**src/rtl/shift_sched_pkg.sv**
```systemverilog
// Shared types and constants for the shift-register scheduler and its arbiter.
package shift_sched_pkg;

  localparam int WIDTH_DEF = 4;
  localparam int CNT_W_DEF = 3;

  localparam logic DIR_RIGHT = 1'b0;
  localparam logic DIR_LEFT  = 1'b1;

  typedef enum logic [1:0] {
    IDLE  = 2'd0,
    LOAD  = 2'd1,
    SHIFT = 2'd2,
    DONE  = 2'd3
  } state_t;

endpackage

```
**src/rtl/shift_register_scheduler_arb.sv**
```systemverilog
// Two-way round-robin arbiter; the pointer remembers the last granted requester
// and only moves when the grant is actually taken.
module rr_arbiter2 (
  input  logic       clk,
  input  logic       reset,
  input  logic [1:0] i_req,
  input  logic       i_update,
  output logic [1:0] o_grant
);

  logic       r_last;
  logic [1:0] w_grant;

  // A lone requester always wins; on a tie the one not granted last goes first.
  always_comb begin
    w_grant = 2'b00;
    case (i_req)
      2'b01:   w_grant = 2'b01;
      2'b10:   w_grant = 2'b10;
      2'b11:   w_grant = r_last ? 2'b01 : 2'b10;
      default: w_grant = 2'b00;
    endcase
  end

  always_ff @(posedge clk or posedge reset) begin
    if (reset) begin
      r_last <= 1'b1;
    end else if (i_update) begin
      r_last <= w_grant[1];
    end
  end

  assign o_grant = w_grant;

endmodule

```
**src/rtl/shift_register_scheduler.sv**
```systemverilog
// Runs one load plus N shift cycles of the shift register for whichever of two
// requesters wins arbitration, then hands back the final contents with a done pulse.
module shift_register_scheduler
  import shift_sched_pkg::*;
#(
  parameter int WIDTH = WIDTH_DEF,
  parameter int CNT_W = CNT_W_DEF
) (
  input  logic                 clk,
  input  logic                 reset,
  input  logic [1:0]           req_valid,
  input  logic [2*WIDTH-1:0]   req_data,
  input  logic [1:0]           req_dir,
  input  logic [1:0]           req_fill,
  input  logic [2*CNT_W-1:0]   req_count,
  output logic [1:0]           req_ack,
  output logic [1:0]           done,
  output logic [WIDTH-1:0]     result,
  output logic                 busy,
  output logic                 sr_load,
  output logic                 sr_serial,
  output logic                 sr_direction,
  output logic [WIDTH-1:0]     sr_parallel,
  input  logic [WIDTH-1:0]     sr_q
);

  state_t             r_state;
  state_t             w_next_state;
  logic [CNT_W-1:0]   r_cnt;
  logic [CNT_W-1:0]   w_cnt_next;
  logic [WIDTH-1:0]   r_data;
  logic               r_dir;
  logic               r_fill;
  logic [CNT_W-1:0]   r_count;
  logic               r_idx;

  logic [1:0]         w_grant;
  logic [1:0]         w_ack;
  logic               w_xfer;
  logic               w_gidx;

  // Acks are offered only from IDLE, and are forced low while reset is held.
  assign w_ack  = ((r_state == IDLE) && !reset) ? w_grant : 2'b00;
  assign w_xfer = |(req_valid & w_ack);
  assign w_gidx = w_ack[1];

  rr_arbiter2 u_arb (
    .clk      (clk),
    .reset    (reset),
    .i_req    (req_valid),
    .i_update (w_xfer),
    .o_grant  (w_grant)
  );

  always_ff @(posedge clk or posedge reset) begin
    if (reset) begin
      r_data  <= '0;
      r_dir   <= 1'b0;
      r_fill  <= 1'b0;
      r_count <= '0;
      r_idx   <= 1'b0;
    end else if (w_xfer) begin
      r_data  <= req_data[w_gidx*WIDTH +: WIDTH];
      r_dir   <= req_dir[w_gidx];
      r_fill  <= req_fill[w_gidx];
      r_count <= req_count[w_gidx*CNT_W +: CNT_W];
      r_idx   <= w_gidx;
    end
  end

  always_ff @(posedge clk or posedge reset) begin
    if (reset) begin
      r_state <= IDLE;
      r_cnt   <= '0;
    end else begin
      r_state <= w_next_state;
      r_cnt   <= w_cnt_next;
    end
  end

  // The counter holds the shifts still owed; leaving SHIFT at 1 gives exactly count edges.
  always_comb begin
    w_next_state = r_state;
    w_cnt_next   = r_cnt;
    case (r_state)
      IDLE: begin
        if (w_xfer) w_next_state = LOAD;
      end
      LOAD: begin
        if (r_count == '0) begin
          w_next_state = DONE;
        end else begin
          w_next_state = SHIFT;
          w_cnt_next   = r_count;
        end
      end
      SHIFT: begin
        w_cnt_next = r_cnt - 1'b1;
        if (r_cnt == CNT_W'(1)) w_next_state = DONE;
      end
      DONE: begin
        w_next_state = IDLE;
      end
      default: begin
        w_next_state = IDLE;
      end
    endcase
  end

  always_comb begin
    req_ack      = w_ack;
    done         = 2'b00;
    result       = '0;
    busy         = (r_state != IDLE);
    sr_load      = 1'b0;
    sr_serial    = 1'b0;
    sr_direction = 1'b0;
    sr_parallel  = '0;
    case (r_state)
      LOAD: begin
        sr_load      = 1'b1;
        sr_parallel  = r_data;
        sr_direction = r_dir;
        sr_serial    = r_fill;
      end
      SHIFT: begin
        sr_direction = r_dir;
        sr_serial    = r_fill;
      end
      DONE: begin
        done[r_idx] = 1'b1;
        result      = sr_q;
      end
      default: begin
      end
    endcase
  end

endmodule
```
**config.mk**
```make
export PLATFORM = sky130hd
export DESIGN_NAME = shift_register_scheduler
export DESIGN_NICKNAME = d
export VERILOG_FILES = /design/src/rtl/shift_sched_pkg.sv /design/src/rtl/shift_register_scheduler_arb.sv /design/src/rtl/shift_register_scheduler.sv
export SDC_FILE = /design/constraint.sdc
export NUM_CORES = 1
export LEC_CHECK = 0
export ABC_AREA = 1
export BUFFER_PORTS_ARGS = -buffer_cell sky130_fd_sc_hd__buf_2
export CAP_MARGIN = 20
export CORE_UTILIZATION = 40
export CTS_CLUSTER_DIAMETER = 40
export DETAILED_ROUTE_END_ITERATION = 16
export GPL_ROUTABILITY_DRIVEN = 0
export HOLD_SLACK_MARGIN = 0.06
export PLACE_DENSITY_LB_ADDON = 0.25
export RECOVER_POWER = 25
export SYNTH_ARGS = -nofsm -noshare
export SYNTH_HDL_FRONTEND = slang
export SYNTH_SLANG_ARGS = --single-unit
```
**constraint.sdc**
```tcl
create_clock -name clk -period 2 [get_ports clk]
set_input_delay 0.1 -clock clk [delete_from_list [all_inputs] [get_ports clk]]
set_output_delay 0.1 -clock clk [all_outputs]
set_load 0.01 [all_outputs]
```
=== After elaboration in Yosys (flattened, before gate mapping) ===
Cells that the tools add are included.

* $add $sub $neg: 1
* Multipliers: 1
* Order comparisons: 3
* Eq/ne operators: 10
* Shift operators: 2
* Mux-type cells: 21
* Bitwise operators: 1
* Reductions and logical operators: 11

{| class="wikitable"
|+ Operators by type and width
! kind !! number
|-
| $mux W2 || 5
|-
| $mux W1 || 9
|-
| $eq A2 B2 Y1 const B || 4
|-
| $mux W4 || 2
|-
| $pmux W2 S4 || 1
|-
| $shiftx A8 B4 Y4 || 1
|-
| $pmux W2 S3 || 1
|-
| $pmux W3 S2 || 1
|-
| $shiftx A6 B4 Y3 || 1
|-
| $eq A2 B1 Y1 const B || 2
|-
| $lt A1 B2 Y1 const B || 2
|-
| $ne A2 B2 Y1 const B || 2
|-
| $reduce_and A2 Y1 || 2
|-
| $reduce_bool A2 Y1 || 2
|-
| $reduce_or A2 Y1 || 2
|-
| $eq A3 B1 Y1 const B || 1
|-
| $logic_not A3 Y1 || 1
|-
| $mul A1 B2 Y3 const B || 1
|-
| $mux W3 || 1
|-
| $sub A3 B1 Y3 const B || 1
|-
| $and A2 B2 Y2 || 1
|-
| $logic_and A1 B1 Y1 || 2
|-
| $logic_not A2 Y1 || 1
|-
| $ne A2 B1 Y1 const B || 1
|-
| 3 further kinds || 3
|}

* Register bits: 16
* Word-level logic and storage cells: 58

=== Depth between registers and ports, before layout ===
* Depth in word-level cells: 7
* Depth in mapped cells: 10
* Mapped depth without buffers: 9

=== Cells and area by module ===
A second synthesis with hierarchy kept.

* Cell total of the unflattened synthesis: 158
* Area, all modules: 1059.8 µm²

{| class="wikitable"
|+ By module, submodules not included
! module !! instances !! cells each !! area an instance (µm²)
|-
| shift_register_scheduler || 1 || 148 || 992.2
|-
| rr_arbiter2 || 1 || 10 || 67.6
|}

=== Worst setup path before layout ===
Ideal clock, no wire load.

* Kind: register to output
* Start point: register r_state[0]
* End point: output port req_ack[0]
* Arrival time: 1.331 ns
* Data required time: 1.900 ns
* Path slack: 0.569 ns
* Cell stages (with the launch flop): 8
* Path buffers: 1
* Path through: dfrtp_1 -> inv_1 -> ha_1 -> inv_2 -> nor2_4 -> nand2_4 -> buf_2 -> a21oi_1

* Cells in the longest elaborated chain, start to end: 3

{| class="wikitable"
|+ RTL lines
! what !! RTL line !! RTL
|-
| from (decl) || shift_register_scheduler.sv:27 || <nowiki>state_t r_state;</nowiki>
|-
| from (signal assigned) || shift_register_scheduler.sv:76 || <nowiki>r_state <= w_next_state;</nowiki>
|-
| $logic_not A2 Y1 || shift_register_scheduler.sv:43 || <nowiki>assign w_ack = ((r_state == IDLE) && !reset) ? w_grant : 2'b00;</nowiki>
|-
| $logic_and A1 B1 Y1 || shift_register_scheduler.sv:43 ||
|-
| $mux W2 || shift_register_scheduler.sv:43 ||
|-
| to (decl) || shift_register_scheduler.sv:16 || <nowiki>output logic [1:0] req_ack,</nowiki>
|}

No other way between the ends.

=== Worst setup path in the final report ===
* Start point: register r_state[0]
* End point: output port req_ack[1]

Same word-level chain as after synthesis.

==> results by group <==
Worst hold path
  – Hold path startpoint: req_data[4]
  – Worst Hold End: r_data[0]$_DFFE_PP0P_
  – Hold path cells: 5
  – Worst Hold Class: in2reg

Run status
  – Status: completed

Clock tree
  – CTS tree: yes
  – CTS H-tree lvls: 1
  – Total CTS buffers: 3
  – Worst skew pair latency: 280 ps
  – Clk sinks: 16
  – Max Root-Sink Buffers: 2
  – CTS clock-pin slew for the worst setup and hold paths: 100 ps
  – Root Buffer: clkbuf_4

Timing
  – Setup Viol. Count Final: 0
  – Final Hold Slack: 82.16 ps
  – Slew Viols, Final: 0
  – Min Tclk post-route: 1893 ps
  – Achievable frequency: 528.2 MHz
  – Fin crit share: 94.66%
  – RSZ-0062 raised after global routing: false
  – Worst Skew: 5.181 ps
  – Final setup TNS: 0 ps
  – Slew HR: 57.99%
  – Hold Vio Cnt, Final: 0
  – Worst-Margin Slew: 629.5 ps

Worst setup path
  – Worst Setup End Kind: output port
  – R2R setup slack: 150 ps
  – Worst Reg-to-Reg Cells: 11
  – Kind of critical path: reg2out
  – Most used cell, CP: nor2_4
  – Critical-path cell list: inv_1, ha_1, inv_2, nor2_4, nand2_8, nor2_4, buf_2
  – Slowest stage delay, CP: 430 ps
  – R2R Path Start: r_state[0]$_DFFE_PP0P_
  – Worst endpoint required time: 1900 ps
  – CP max FO: 24
  – Worst R2R End: r_count[1]$_DFFE_PP0P_
  – CP max-delay cell: dfrtp_1
  – CP arrival: 1790 ps
  – Critical path startpoint category: flop

Floorplanning
  – Die W: 54.91 um
  – Initial Util: 43.62%
  – Core Area: 0.002567 mm^2
  – Die Y: 54.91 um
  – IO Count: 42
  – Row count: 18
  – Full die area: 0.003015 mm^2

Finish
  – FF+latch area: 401.6 um^2
  – Share of cells above drive strength 1: 25.45%
  – Area of the multi-input gates: 530.5 um^2
  – Finished Cell Area: 0.001419 mm^2
  – Util after Layout: 55.26%
  – Diode count: 0
  – Layout area overhead: 26.70%
  – Filler cells: 269
  – Final #Nets: 254

Synthesis
  – Post-Synth Simple-Gate Area: 31.62%
  – Syn_nets: 206
  – Synth Warn #: 0
  – Mapped Area: 0.001120 mm^2
  – Mapped Cells: 173
  – XOR/XNOR share of the synthesized area: 0%
  – Register area share after synthesis: 35.87%
  – Unique masters post-synth: 15
  – Yosys reg bits: 16
  – Post-Synth Adder-Cell Area: 7.821%
  – Main combinational cell family by area after synthesis: simple AND/OR/NAND/NOR gates
  – Post-synthesis mux area share: 0%
  – Compound-gate portion of the synthesized area: 7.151%
  – Synth Area per Inst: 6.473 um^2

Global route
  – Initial antenna violation count: 0
  – First-pass GRT wire length: 3753 um
  – Maximum number of pins on one net before global-route repair: 25
  – Tot GR Track Use: 17.29%
  – Global route overflow: 0
  – Number of global-route vias before repair: 905

Drt
  – Final wirelength: 2284 um
  – Met3 wire length: 96 um
  – WL met2: 1049 um
  – Vias: 1064
  – DR WL/cell: 9.136 um
  – Pre-Repair DR Iteration Count: 4
  – Top Layer Used: met4
  – Drt via density: 4.256
  – DRC Markers: 0
  – ANT nets after route: 0
  – Initial drt markers: 18
  – Metal1 wirelength: 1125 um

Power
  – PD cells: 1293 mW/mm^2
  – VDD IR max: 564.2 uV
  – Power after layout: 1.834 mW
  – P_leak: 0.9536 nW

Placement
  – DP HPWL: 1790 um
  – Placed instance area: 0.001335 mm^2
  – PortBufs: 41

Flow run
  – Maxcap violations: 0
==> flip-flops by register name, summed over array words and instances (netlist names) <==
name	flops
u_arb.r_last	1
r_data	4
r_idx	1
r_cnt	3
r_fill	1
r_state	2
r_dir	1
r_count	3
==> where the power goes <==
part	internal, mW	total [mW]	switching [mW]	leakage (nW)
Combinational	0.393	1.00	0.611	0.741
Sequential	0.497	0.618	0.121	0.192
Clock	0.111	0.212	0.101	0.0210
==> layout by cell type, fill, tap and decap left out <==
cell,count
nand2_2,1
buf_2,40
ha_1,7
nand3_1,5
inv_1,42
buf_4,4
clkbuf_8,1
nor2_4,2
nand2_1,73
inv_2,3
a21oi_1,13
dlygate4sd3_1,1
clkbuf_1,1
o21ai_0,3
dfrtp_1,15
nor2_1,4
clkbuf_4,3
dfstp_2,1
nand2_8,1
==> final cells by class <==
type	instances	area share, %
repair buffers	46	17.20
flip-flops and latches	16	28.31
well taps	30	2.646
multi-input cells	109	37.39
clock buffers	4	2.557
inverters	45	11.90
==> cell usage after synthesis <==
library cell | count | share of area (%)
dfstp_2 | 1 | 2.3
nor2_1 | 4 | 1.3
buf_2 | 1 | 0.45
o21ai_0 | 3 | 1.3
inv_2 | 3 | 1.0
nor2_4 | 2 | 2.0
buf_6 | 2 | 2.0
ha_1 | 7 | 7.8
dfrtp_1 | 15 | 34
inv_1 | 42 | 14
nand2_2 | 1 | 0.56
a21oi_1 | 13 | 5.8
nand3_1 | 5 | 2.2
nand2_1 | 73 | 24
nand2_4 | 1 | 1.0
==> worst max-delay path by stage <==
stage | startpoint | to | slack, ps | cells past startpoint
after floorplan | r_state[0]$_DFFE_PP0P_ | req_ack[0] | 570 | 7
after global placement | r_state[1]$_DFFE_PP0P_ | r_fill$_DFFE_PP0P_ | 380 | 9
after detailed placement | r_state[0]$_DFFE_PP0P_ | r_dir$_DFFE_PP0P_ | 310 | 9
after CTS | r_state[0]$_DFFE_PP0P_ | req_ack[1] | 30 | 7
after global routing | r_state[0]$_DFFE_PP0P_ | req_ack[1] | 20 | 7
final | r_state[0]$_DFFE_PP0P_ | req_ack[1] | 110 | 7
==> worst max-delay path: cells and delay by family, from the launching register on <==
kind                       cells  cell delay [ps]
adders and majority gates      1              230
DFF                            1              430
buffers and inverters          3              360
and+or+nand+nor                3              480
==> routing by layer <==
metal	vias to the layer above	global-route usage, %
met4	0	6.250
met5	-	0
li1	592	-
met3	2	2.459
met2	27	27.51
met1	443	23.84
==> per-stage QoR <==
stage,instances,setup WS (ps)
5_1_grt,250,15.41
3_3_place_gp,241,384.1
6_report,250,106.9
3_5_place_dp,241,308.7
2_1_floorplan,173,568.6
4_1_cts,246,32.06
==> cell families after synthesis <==
group                    after synthesis
AO/OA/AOI/OAI                         16
buffers and inverters                 48
AND/OR/NAND/NOR                       86
adder cells (fa/ha/maj)                7
flip-flops                            16
==> timing repair <==
action | in CTS | in global routing
setup endpoints to repair | 0 | 1
hold buffers | 1 | 0
buffers inserted | 0 | 4
hold endpoints to repair | 15 | 0
resized for setup | 0 | 1
Power figures use the tool's default switching activity.
